<file path="src/rtl/rv32_pkg.sv">
// RV32I decode types shared by the decode stage: opcodes, ALU ops, immediate formats,
// and the decoded-entry layout stored in the skid buffer.
package rv32_pkg;

    localparam int unsigned Xlen = 32;

    localparam logic [6:0] OpcLui     = 7'b0110111;
    localparam logic [6:0] OpcAuipc   = 7'b0010111;
    localparam logic [6:0] OpcJal     = 7'b1101111;
    localparam logic [6:0] OpcJalr    = 7'b1100111;
    localparam logic [6:0] OpcBranch  = 7'b1100011;
    localparam logic [6:0] OpcLoad    = 7'b0000011;
    localparam logic [6:0] OpcStore   = 7'b0100011;
    localparam logic [6:0] OpcOpImm   = 7'b0010011;
    localparam logic [6:0] OpcOp      = 7'b0110011;
    localparam logic [6:0] OpcMiscMem = 7'b0001111;
    localparam logic [6:0] OpcSystem  = 7'b1110011;

    localparam logic [6:0] F7Base   = 7'b0000000;
    localparam logic [6:0] F7Alt    = 7'b0100000;
    localparam logic [6:0] F7MulDiv = 7'b0000001;

    typedef enum logic [3:0] {
        AluAdd   = 4'd0,
        AluSub   = 4'd1,
        AluSll   = 4'd2,
        AluSlt   = 4'd3,
        AluSltu  = 4'd4,
        AluXor   = 4'd5,
        AluSrl   = 4'd6,
        AluSra   = 4'd7,
        AluOr    = 4'd8,
        AluAnd   = 4'd9,
        AluPassB = 4'd10
    } alu_op_e;

    typedef enum logic [2:0] {
        ImmNone,
        ImmI,
        ImmS,
        ImmB,
        ImmU,
        ImmJ
    } imm_fmt_e;

    typedef struct packed {
        logic [Xlen-1:0] imm;
        logic [4:0]      rd;
        logic [4:0]      rs1;
        logic [4:0]      rs2;
        logic [2:0]      funct3;
        alu_op_e         alu_op;
        logic            reg_write;
        logic            mem_read;
        logic            mem_write;
        logic            branch;
        logic            jump;
        logic            alu_src_imm;
        logic            alu_src_pc;
        logic            wb_sel_mem;
        logic            mul_div;
        logic            illegal;
    } dec_t;

    typedef struct packed {
        logic [Xlen-1:0] pc;
        dec_t            dec;
    } entry_t;

    // Shared by OP and OP-IMM when funct7 selects the base (non-alternate) operation.
    function automatic alu_op_e alu_op_base(input logic [2:0] funct3);
        alu_op_e op;
        case (funct3)
            3'b000:  op = AluAdd;
            3'b001:  op = AluSll;
            3'b010:  op = AluSlt;
            3'b011:  op = AluSltu;
            3'b100:  op = AluXor;
            3'b101:  op = AluSrl;
            3'b110:  op = AluOr;
            default: op = AluAnd;
        endcase
        return op;
    endfunction

    function automatic logic [Xlen-1:0] imm_extend(input logic [31:0] instr, input imm_fmt_e fmt);
        logic [Xlen-1:0] imm;
        case (fmt)
            ImmI:    imm = {{20{instr[31]}}, instr[31:20]};
            ImmS:    imm = {{20{instr[31]}}, instr[31:25], instr[11:7]};
            ImmB:    imm = {{19{instr[31]}}, instr[31], instr[7], instr[30:25], instr[11:8], 1'b0};
            ImmU:    imm = {instr[31:12], 12'b0};
            ImmJ:    imm = {{11{instr[31]}}, instr[31], instr[19:12], instr[20], instr[30:21], 1'b0};
            default: imm = '0;
        endcase
        return imm;
    endfunction

endpackage

</file>
<file path="src/rtl/rv32_decode_comb.sv">
// Purely combinational RV32I(+optional M) instruction decoder: control bits, register
// indices, sign-extended immediate and illegal-instruction flag.
module rv32_decode_comb
    import rv32_pkg::*;
#(
    parameter int unsigned ENABLE_M = 0
) (
    input  logic [31:0] instr_i,
    output dec_t        dec_o
);

    logic [6:0] opcode;
    logic [2:0] funct3;
    logic [6:0] funct7;

    assign opcode = instr_i[6:0];
    assign funct3 = instr_i[14:12];
    assign funct7 = instr_i[31:25];

    logic     reg_write;
    logic     mem_read;
    logic     mem_write;
    logic     branch;
    logic     jump;
    logic     alu_src_imm;
    logic     alu_src_pc;
    logic     wb_sel_mem;
    logic     mul_div;
    logic     illegal;
    alu_op_e  alu_op;
    imm_fmt_e imm_fmt;

    always_comb begin
        reg_write   = 1'b0;
        mem_read    = 1'b0;
        mem_write   = 1'b0;
        branch      = 1'b0;
        jump        = 1'b0;
        alu_src_imm = 1'b0;
        alu_src_pc  = 1'b0;
        wb_sel_mem  = 1'b0;
        mul_div     = 1'b0;
        illegal     = 1'b0;
        alu_op      = AluAdd;
        imm_fmt     = ImmNone;

        unique case (opcode)
            OpcLui: begin
                reg_write   = 1'b1;
                alu_src_imm = 1'b1;
                alu_op      = AluPassB;
                imm_fmt     = ImmU;
            end
            OpcAuipc: begin
                reg_write   = 1'b1;
                alu_src_imm = 1'b1;
                alu_src_pc  = 1'b1;
                imm_fmt     = ImmU;
            end
            OpcJal: begin
                jump        = 1'b1;
                reg_write   = 1'b1;
                alu_src_imm = 1'b1;
                alu_src_pc  = 1'b1;
                imm_fmt     = ImmJ;
            end
            OpcJalr: begin
                jump        = 1'b1;
                reg_write   = 1'b1;
                alu_src_imm = 1'b1;
                imm_fmt     = ImmI;
                illegal     = (funct3 != 3'b000);
            end
            OpcBranch: begin
                branch  = 1'b1;
                alu_op  = AluSub;
                imm_fmt = ImmB;
                illegal = (funct3 == 3'b010) || (funct3 == 3'b011);
            end
            OpcLoad: begin
                mem_read    = 1'b1;
                wb_sel_mem  = 1'b1;
                reg_write   = 1'b1;
                alu_src_imm = 1'b1;
                imm_fmt     = ImmI;
                illegal     = (funct3 == 3'b011) || (funct3 > 3'b101);
            end
            OpcStore: begin
                mem_write   = 1'b1;
                alu_src_imm = 1'b1;
                imm_fmt     = ImmS;
                illegal     = (funct3 > 3'b010);
            end
            OpcOpImm: begin
                reg_write   = 1'b1;
                alu_src_imm = 1'b1;
                imm_fmt     = ImmI;
                alu_op      = alu_op_base(funct3);
                // Only the shift-immediates constrain funct7 (it overlays imm[11:5]).
                if (funct3 == 3'b001) begin
                    illegal = (funct7 != F7Base);
                end else if (funct3 == 3'b101) begin
                    if (funct7 == F7Alt) begin
                        alu_op = AluSra;
                    end else begin
                        illegal = (funct7 != F7Base);
                    end
                end
            end
            OpcOp: begin
                reg_write = 1'b1;
                case (funct7)
                    F7Base: alu_op = alu_op_base(funct3);
                    F7Alt: begin
                        if (funct3 == 3'b000) begin
                            alu_op = AluSub;
                        end else if (funct3 == 3'b101) begin
                            alu_op = AluSra;
                        end else begin
                            illegal = 1'b1;
                        end
                    end
                    F7MulDiv: begin
                        if (ENABLE_M != 0) begin
                            mul_div = 1'b1;
                            alu_op  = alu_op_e'({1'b0, funct3});
                        end else begin
                            illegal = 1'b1;
                        end
                    end
                    default: illegal = 1'b1;
                endcase
            end
            OpcMiscMem: illegal = (funct3 != 3'b000);
            OpcSystem:  illegal = 1'b1;
            default:    illegal = 1'b1;
        endcase
    end

    // An illegal entry still travels downstream, but must not cause any side effect.
    always_comb begin
        dec_o             = '0;
        dec_o.imm         = imm_extend(instr_i, imm_fmt);
        dec_o.rs1         = instr_i[19:15];
        dec_o.rs2         = instr_i[24:20];
        dec_o.funct3      = funct3;
        dec_o.illegal     = illegal;
        dec_o.alu_op      = illegal ? AluAdd : alu_op;
        dec_o.reg_write   = reg_write & ~illegal;
        dec_o.mem_read    = mem_read & ~illegal;
        dec_o.mem_write   = mem_write & ~illegal;
        dec_o.branch      = branch & ~illegal;
        dec_o.jump        = jump & ~illegal;
        dec_o.alu_src_imm = alu_src_imm & ~illegal;
        dec_o.alu_src_pc  = alu_src_pc & ~illegal;
        dec_o.wb_sel_mem  = wb_sel_mem & ~illegal;
        dec_o.mul_div     = mul_div & ~illegal;
        dec_o.rd          = dec_o.reg_write ? instr_i[11:7] : 5'd0;
    end

endmodule

</file>
<file path="src/rtl/decode_stage.sv">
// Registered RV32I decode stage: decodes fetch input and holds up to two decoded entries
// in a skid FIFO so fetch keeps full throughput under execute back-pressure.
module decode_stage
    import rv32_pkg::*;
#(
    parameter int unsigned XLEN     = 32,
    parameter int unsigned ENABLE_M = 0
) (
    input  logic            clk,
    input  logic            rst_n,
    input  logic            flush_i,
    input  logic            in_valid_i,
    output logic            in_ready_o,
    input  logic [XLEN-1:0] in_pc_i,
    input  logic [31:0]     in_instr_i,
    output logic            out_valid_o,
    input  logic            out_ready_i,
    output logic [XLEN-1:0] out_pc_o,
    output logic [4:0]      out_rd_o,
    output logic [4:0]      out_rs1_o,
    output logic [4:0]      out_rs2_o,
    output logic [XLEN-1:0] out_imm_o,
    output logic            out_reg_write_o,
    output logic            out_mem_read_o,
    output logic            out_mem_write_o,
    output logic            out_branch_o,
    output logic            out_jump_o,
    output logic            out_alu_src_imm_o,
    output logic            out_alu_src_pc_o,
    output logic            out_wb_sel_mem_o,
    output logic            out_mul_div_o,
    output logic            out_illegal_o,
    output logic [3:0]      out_alu_op_o,
    output logic [2:0]      out_funct3_o
);

    if (XLEN != 32) begin : g_xlen_check
        $error("decode_stage: XLEN must be 32");
    end

    dec_t in_dec;

    rv32_decode_comb #(
        .ENABLE_M(ENABLE_M)
    ) u_decode (
        .instr_i(in_instr_i),
        .dec_o  (in_dec)
    );

    logic       wr_ptr_q, wr_ptr_d;
    logic       rd_ptr_q, rd_ptr_d;
    logic [1:0] count_q, count_d;
    logic       in_ready_q, in_ready_d;
    entry_t     mem_q [2];
    entry_t     mem_d [2];

    logic push;
    logic pop;

    assign push = in_valid_i && in_ready_q && !flush_i;
    assign pop  = (count_q != 2'd0) && out_ready_i && !flush_i;

    always_comb begin
        wr_ptr_d = wr_ptr_q;
        rd_ptr_d = rd_ptr_q;
        count_d  = count_q;
        mem_d    = mem_q;

        if (flush_i) begin
            wr_ptr_d = 1'b0;
            rd_ptr_d = 1'b0;
            count_d  = 2'd0;
        end else begin
            if (push) begin
                mem_d[wr_ptr_q].pc  = in_pc_i;
                mem_d[wr_ptr_q].dec = in_dec;
                wr_ptr_d            = ~wr_ptr_q;
            end
            if (pop) begin
                rd_ptr_d = ~rd_ptr_q;
            end
            case ({push, pop})
                2'b10:   count_d = count_q + 2'd1;
                2'b01:   count_d = count_q - 2'd1;
                default: count_d = count_q;
            endcase
        end

        // Registered so out_ready never reaches in_ready combinationally.
        in_ready_d = (count_d != 2'd2);
    end

    always_ff @(posedge clk or negedge rst_n) begin
        if (!rst_n) begin
            wr_ptr_q   <= 1'b0;
            rd_ptr_q   <= 1'b0;
            count_q    <= 2'd0;
            in_ready_q <= 1'b1;
            mem_q[0]   <= '0;
            mem_q[1]   <= '0;
        end else begin
            wr_ptr_q   <= wr_ptr_d;
            rd_ptr_q   <= rd_ptr_d;
            count_q    <= count_d;
            in_ready_q <= in_ready_d;
            mem_q[0]   <= mem_d[0];
            mem_q[1]   <= mem_d[1];
        end
    end

    entry_t head;
    assign head = mem_q[rd_ptr_q];

    assign in_ready_o        = in_ready_q;
    assign out_valid_o       = (count_q != 2'd0);
    assign out_pc_o          = head.pc;
    assign out_rd_o          = head.dec.rd;
    assign out_rs1_o         = head.dec.rs1;
    assign out_rs2_o         = head.dec.rs2;
    assign out_imm_o         = head.dec.imm;
    assign out_reg_write_o   = head.dec.reg_write;
    assign out_mem_read_o    = head.dec.mem_read;
    assign out_mem_write_o   = head.dec.mem_write;
    assign out_branch_o      = head.dec.branch;
    assign out_jump_o        = head.dec.jump;
    assign out_alu_src_imm_o = head.dec.alu_src_imm;
    assign out_alu_src_pc_o  = head.dec.alu_src_pc;
    assign out_wb_sel_mem_o  = head.dec.wb_sel_mem;
    assign out_mul_div_o     = head.dec.mul_div;
    assign out_illegal_o     = head.dec.illegal;
    assign out_alu_op_o      = head.dec.alu_op;
    assign out_funct3_o      = head.dec.funct3;

endmodule

</file>
<file path="config.mk">
export PLATFORM = sky130hd
export DESIGN_NAME = decode_stage
export DESIGN_NICKNAME = d
export VERILOG_FILES = /design/src/rtl/rv32_pkg.sv /design/src/rtl/rv32_decode_comb.sv /design/src/rtl/decode_stage.sv
export SDC_FILE = /design/constraint.sdc
export NUM_CORES = 1
export LEC_CHECK = 0
export BUFFER_PORTS_ARGS = -buffer_cell sky130_fd_sc_hd__buf_2
export CORE_ASPECT_RATIO = 1.1
export CORE_MARGIN = 2
export CORE_UTILIZATION = 56
export DETAILED_ROUTE_END_ITERATION = 6
export GPL_ROUTABILITY_DRIVEN = 0
export GPL_TIMING_DRIVEN = 1
export PLACE_DENSITY = 0.8
export SKIP_CTS_REPAIR_TIMING = 1
export SYNTH_ARGS = -nofsm -noshare
export SYNTH_HDL_FRONTEND = slang
export SYNTH_SLANG_ARGS = --single-unit
export TNS_END_PERCENT = 1
</file>
<file path="constraint.sdc">
create_clock -name clk -period 2.44 [get_ports clk]
set_input_delay 0.244 -clock clk [delete_from_list [all_inputs] [get_ports clk]]
set_output_delay 0.244 -clock clk [all_outputs]
set_load 0.02 [all_outputs]
</file>
* Word level (Yosys, flattened, before mapping)
Cells that the tools add are included.
** Cells by class
- Order comparisons :: 5
- Bitwise logic cells :: 13
- Muxes and demuxes :: 41
- Reductions and logical operators :: 24
- Add/sub/neg operators :: 2
- Equal/unequal tests :: 25
** Operators with widths (number)
- $bwmux 192 :: 2
- $mux 96 :: 4
- $demux 96 s1 :: 2
- $pmux 32 s5 :: 1
- $mux 64 :: 1
- $eq 7x6->1 const B :: 4
- $pmux 4 s7 :: 1
- $eq 7x7->1 const B :: 3
- $mux 4 :: 5
- $mux 1 :: 16
- $pmux 4 s4 :: 1
- $eq 3x3->1 const B :: 5
- $pmux 3 s5 :: 1
- $eq 7x5->1 const B :: 2
- $reduce_or 7->1 :: 2
- $eq 3x2->1 const B :: 4
- $pmux 4 s2 :: 1
- $reduce_or 2->1 :: 4
- $and 1x1->1 :: 7
- $eq 7x2->1 const B :: 1
- $eq 7x4->1 const B :: 1
- $logic_not 7->1 :: 1
- $pmux 1 s7 :: 1
- $reduce_bool 7->1 :: 1
- 25 further kinds :: 39
** Storage, ports and cells
- Bits of input ports :: 69
- Logic and storage cells :: 148
- Output and inout port bits :: 98
- Register bits after elaboration :: 197

* Longest topological paths before layout
- Depth in word-level cells :: 9
- Mapped depth :: 8
- Depth with buffers taken out :: 8

* Hierarchy
From an unflattened synthesis, not the netlist that was laid out.
** Second synthesis, totals
- Cells, all modules :: 706
- Area total of the unflattened synthesis :: 9831.9 um^2
** Modules (own cells, without submodules)
- decode_stage :: cells each 538, area each 8720.9 um^2, seq. area each 4931.0 um^2, instances 1
- rv32_decode_comb :: cells each 168, area each 1111.1 um^2, seq. area each 0.0 um^2, instances 1

* Least setup slack after synthesis
No wires, ideal clock.
- Kind :: register to register
- Start :: register count_q[0]
- End :: register in_ready_q, in the netlist in_ready_o
- Slack :: 0.531 ns
- Period minus slack after synthesis :: 1.909 ns
- Cell stages (with the launch flop) :: 8
- Buffers on the path :: 0
- Data required time :: 2.349 ns
- Arrival :: 1.818 ns
- Setup time :: 0.091 ns
- Cells stage by stage :: dfrtp_1 or2_2 nand2_1 nor2_1 ha_1 or3_1 a21oi_1 o21ai_0
** Between the ends
- Longest elaborated chain between the ends :: 7
- Elaborated cells between the ends (all ways) :: 10
- Classes of those cells :: add/sub (2); eq/ne (3); mux (2); reduce/logical (3)
** RTL lines
- start: declaration :: RTL line decode_stage.sv:52 : logic [1:0] count_q, count_d;
- start signal: assignment :: RTL line decode_stage.sv:104 : count_q <= count_d;
- $reduce_bool 2->1 *
- via out_valid_o :: RTL line decode_stage.sv:16 : output logic out_valid_o,
- $logic_and 1x1->1 * (2 in a row) :: RTL line decode_stage.sv:61 : assign pop = (count_q != 2'd0) && out_ready_i && !flush_i;
- $eq 2x1->1 or $eq 2x2->1 (tied branches) :: RTL line decode_stage.sv:82 : case ({push, pop})
- $pmux 2 s2 * :: RTL line decode_stage.sv:82
- $mux 2 * :: RTL line decode_stage.sv:69 : if (flush_i) begin
- via count_d[1] :: RTL line decode_stage.sv:52
- $ne 2x2->1 * :: RTL line decode_stage.sv:90 : in_ready_d = (count_d != 2'd2);
- via in_ready_d :: RTL line decode_stage.sv:53 : logic in_ready_q, in_ready_d;
- end signal: assignment :: RTL line decode_stage.sv:105 : in_ready_q <= in_ready_d;
- end: declaration :: RTL line decode_stage.sv:53
The timed path passes the listed nets; every way through them passes the cells marked *.
A chain may end at the register's enable or synchronous reset.

* Final worst setup path
- Start :: register rd_ptr_q
- End :: output port out_imm_o[4]
** Between the ends
- Longest elaborated chain between the ends :: 4
** RTL lines
- start: declaration :: RTL line decode_stage.sv:51 : logic rd_ptr_q, rd_ptr_d;
- start signal: assignment :: RTL line decode_stage.sv:103 : rd_ptr_q <= rd_ptr_d;
- $not 1->2 (not written as such) :: RTL line decode_stage.sv:112 : assign head = mem_q[rd_ptr_q];
- $mux 96 (not written as such) (3 in a row) :: RTL line decode_stage.sv:112
- end: declaration :: RTL line decode_stage.sv:22 : output logic [XLEN-1:0] out_imm_o,
Every way passes these cells. The select of a mux whose other input is x is not followed.

==> flow_summary.toml <==
[floorplan]
die_w_um = 124.9
die-area_mm2 = 0.01712
coreArea_mm2 = 0.01574
die_y_um = 137.0
rows = 48
start_util = 0.5726
ioPinCount = 167

[pwr]
switching_share = 0.3052
p_per_area_mw_per_mm2 = 812.4
power_switching_w = 0.002658
internal_power_w = 0.006051
cellLeakagePower_nw = 5.428
vdd_drop_max_mv = 0.5264
clkPwrFrac = 0.320
comb_power_share = 0.221
p_seq_frac = 0.459

[yosys]
synthTopCellsByArea = "dfrtp_1, nand2_1, mux2_2, o21ai_0, clkbuf_1"
synthesis.area_mm2 = 0.009010
synth_edf_count = 0
syn_avg_cell_area_um2 = 9.260
ys_ff_latch = 193
synthesis.nets = 1043
synth_largest_area_cell = "dfrtp_1"
ys_dominant_reg_cell = "dfrtp_1"
synth.distinct_cells = 58
syn_inst = 973
ys_seq_area_frac = 0.5362
synthArstFlopShare = 1.000
synth_top_area_frac = 0.5333
yosys_warnings = 0

[setup_path]
start_kind = "flip-flop"
worst_r2r_endpoint = "in_ready_o$_DFF_PN1_"
cp.arrival_ns = 2.02
worstSetupEndpointType = "output port"
crit_chain = "buf_12 > mux2_2 > buf_2"
cp_slowest_cell = "dfrtp_4"
worstPathMaxFanout = 33
cpPeakStageDelay_ns = 0.74
cp_data_required_time_ns = 2.20
crit_path_end = "out_imm_o[4]"
crit_path_start = "rd_ptr_q$_DFFE_PN0P_"
path_class = "reg2out"
r2r_start = "in_ready_o$_DFF_PN1_"
rr_worst_depth = 7
reg2reg_slack_ns = 0.39

[sta]
timing.final.crit_period_ns = 2.268
setup_tns_ns = 0
timing.final.ws_setup_ns = 0.1720
post-route-period-util = 0.9295
tightestPinTransition_ns = 0.6224
fin_skew_ns = 0.007471
hold_violations = 0
rsz0062_at_grt = "false"
slew_headroom = 0.5851
slew_violations = 0
fmax_mhz = 440.9
setup_viol = 0

[layout]
num_antenna_cells = 0
multi_input_area_mm2 = 0.003890
post-route-cell-area_mm2 = 0.01072
drive_gt1_frac = 0.2951
seqCellArea_mm2 = 0.004835
synthToLayoutAreaGrowth_pct = 18.98
fillerInstances = 1271
final_cell_mix = "nand2_1, dfrtp_1, buf_2"
mostFrequentLayoutCell = "nand2_1"
fin_nets = 1189

[drt]
drt-initial-drc-count = 509
antenna_left = 0
viasPerCell = 5.541
drc = 0
wl_mm = 22.63
routed-via-count = 7380
dr.pass1.iters = 4
wl_per_cell_um = 16.99

[worst_hold_path]
hp-class = "in2reg"

[grt]
gr-total-overflow = 0
grt_antenna_before_repair = 2
grt_max_degree = 74
grt_pass1_wl_mm = 36.48
grt_use_total = 0.2670
grt_pass1_vias = 7277

[place]
portBuffers = 165
dp_hpwl_mm = 15.49
place_area_mm2 = 0.01012
post-place-ws_ns = 0.3471

[clock_network]
root_buffer = "clkbuf_16"
h-tree-depth = 4
numClockSinks = 193
cts_tree = "built"
cts.reportedPaths.clkPinSlew_ns = 0.07
cts_inserted_buffers = 17
clk_path_buf_depth = 2
clock_latency_ns = 0.43

[run_status]
outcome = "completed"

[run]
max_cap_violations = 0
## power by group through the flow
stage          clock, W  combinational, W  sequential [W]
6_report        0.00278           0.00193         0.00400
3_5_place_dp          0           0.00193         0.00406
2_1_floorplan         0           0.00134         0.00394
3_3_place_gp          0           0.00189         0.00403
4_1_cts         0.00283           0.00194         0.00400
5_1_grt         0.00297           0.00212         0.00407
## final cells by class
cell class	count	area share
clock buffers	21	0.04295
clock inverters	11	0.01190
inverters	10	0.003501
multi-input cells	706	0.3629
flip-flops and latches	193	0.4510
well taps	200	0.02334
repair buffers	191	0.1045
## routing by layer
layer	global-route usage	wire length [µm]	vias up
li1	-	-	3515
met1	0.3453	9606	3583
met2	0.4387	10930	242
met3	0.06959	1562	38
met4	0.09938	510	2
met5	0	13	-
## cells by family (layout without fill, tap and decap cells)
family / after synthesis / count (layout) / synth area share
AOI/OAI and AO/OA: 166 / 166 / 0.1062
xor gates and xnor gates: 6 / 6 / 0.005832
adders and majority gates: 1 / 1 / 0.001388
buffers and inverters: 74 / 233 / 0.03416
DFF: 193 / 193 / 0.5362
muxes: 95 / 95 / 0.1186
other: 1 / 1 / 0.0004162
and+or+nand+nor: 437 / 437 / 0.1972
## worst min-delay path by stage
| stage | start | endpoint | slack, ns | cells after the start |
|---|---|---|---|---|
| final | in_pc_i[14] | mem_q[78]$_DFFE_PN0P_ | 0.02 | 3 |
| after global routing | in_pc_i[15] | mem_q[175]$_DFFE_PN0P_ | 0.02 | 3 |
| after CTS | rst_n | mem_q[111]$_DFFE_PN0P_ | -0.15 | 1 |
| after detailed placement | rst_n | mem_q[111]$_DFFE_PN0P_ | 0.31 | 1 |
| after global placement | rst_n | mem_q[111]$_DFFE_PN0P_ | 0.31 | 1 |
| after floorplan | rst_n | count_q[0]$_DFF_PN0_ | -0.05 | 0 |
## per-stage QoR
stage / hold WS, ns / instances / power (W) / util
after detailed placement: 0.3070 / 1299 / 0.005989 / 0.6433
after global placement: 0.3053 / 1299 / 0.005918 / 0.6433
after floorplan: -0.05159 / 973 / 0.005286 / -
after global routing: 0.01740 / 1332 / 0.009157 / 0.6813
after CTS: -0.1497 / 1331 / 0.008774 / 0.6807
final: 0.01965 / 1332 / 0.008709 / 0.6813
## synthesized netlist by cell type, types with 2 or more instances
| master | n |
|---|---|
| or2_2 | 4 |
| o21a_1 | 2 |
| a22oi_1 | 5 |
| dfrtp_1 | 192 |
| a21oi_1 | 32 |
| mux2_2 | 94 |
| o211ai_1 | 2 |
| nor3_1 | 7 |
| a21oi_2 | 2 |
| xor2_1 | 4 |
| clkbuf_1 | 46 |
| inv_1 | 10 |
| buf_2 | 9 |
| nor2_1 | 15 |
| nand3b_1 | 3 |
| nor2b_1 | 4 |
| o31ai_1 | 12 |
| nand3_1 | 6 |
| buf_4 | 3 |
| a221oi_1 | 2 |
| buf_1 | 5 |
| xnor2_1 | 2 |
| or3_1 | 3 |
| o2111ai_2 | 2 |
| nand2_1 | 380 |
| o21ai_0 | 94 |
| or3b_2 | 2 |
## flip-flops by register name (all words and copies together) (netlist names)
register	cells
wr_ptr_q	1
mem_q	188
count_q	2
rd_ptr_q	1
in_ready_o	1
## worst max-delay path, delay by kind of cell, from the launching register on
family                 cells  cell delay, ns
buffers and inverters      2            0.45
DFF                        1            0.74
muxes                      1            0.37
Power figures use the tool's default switching activity.
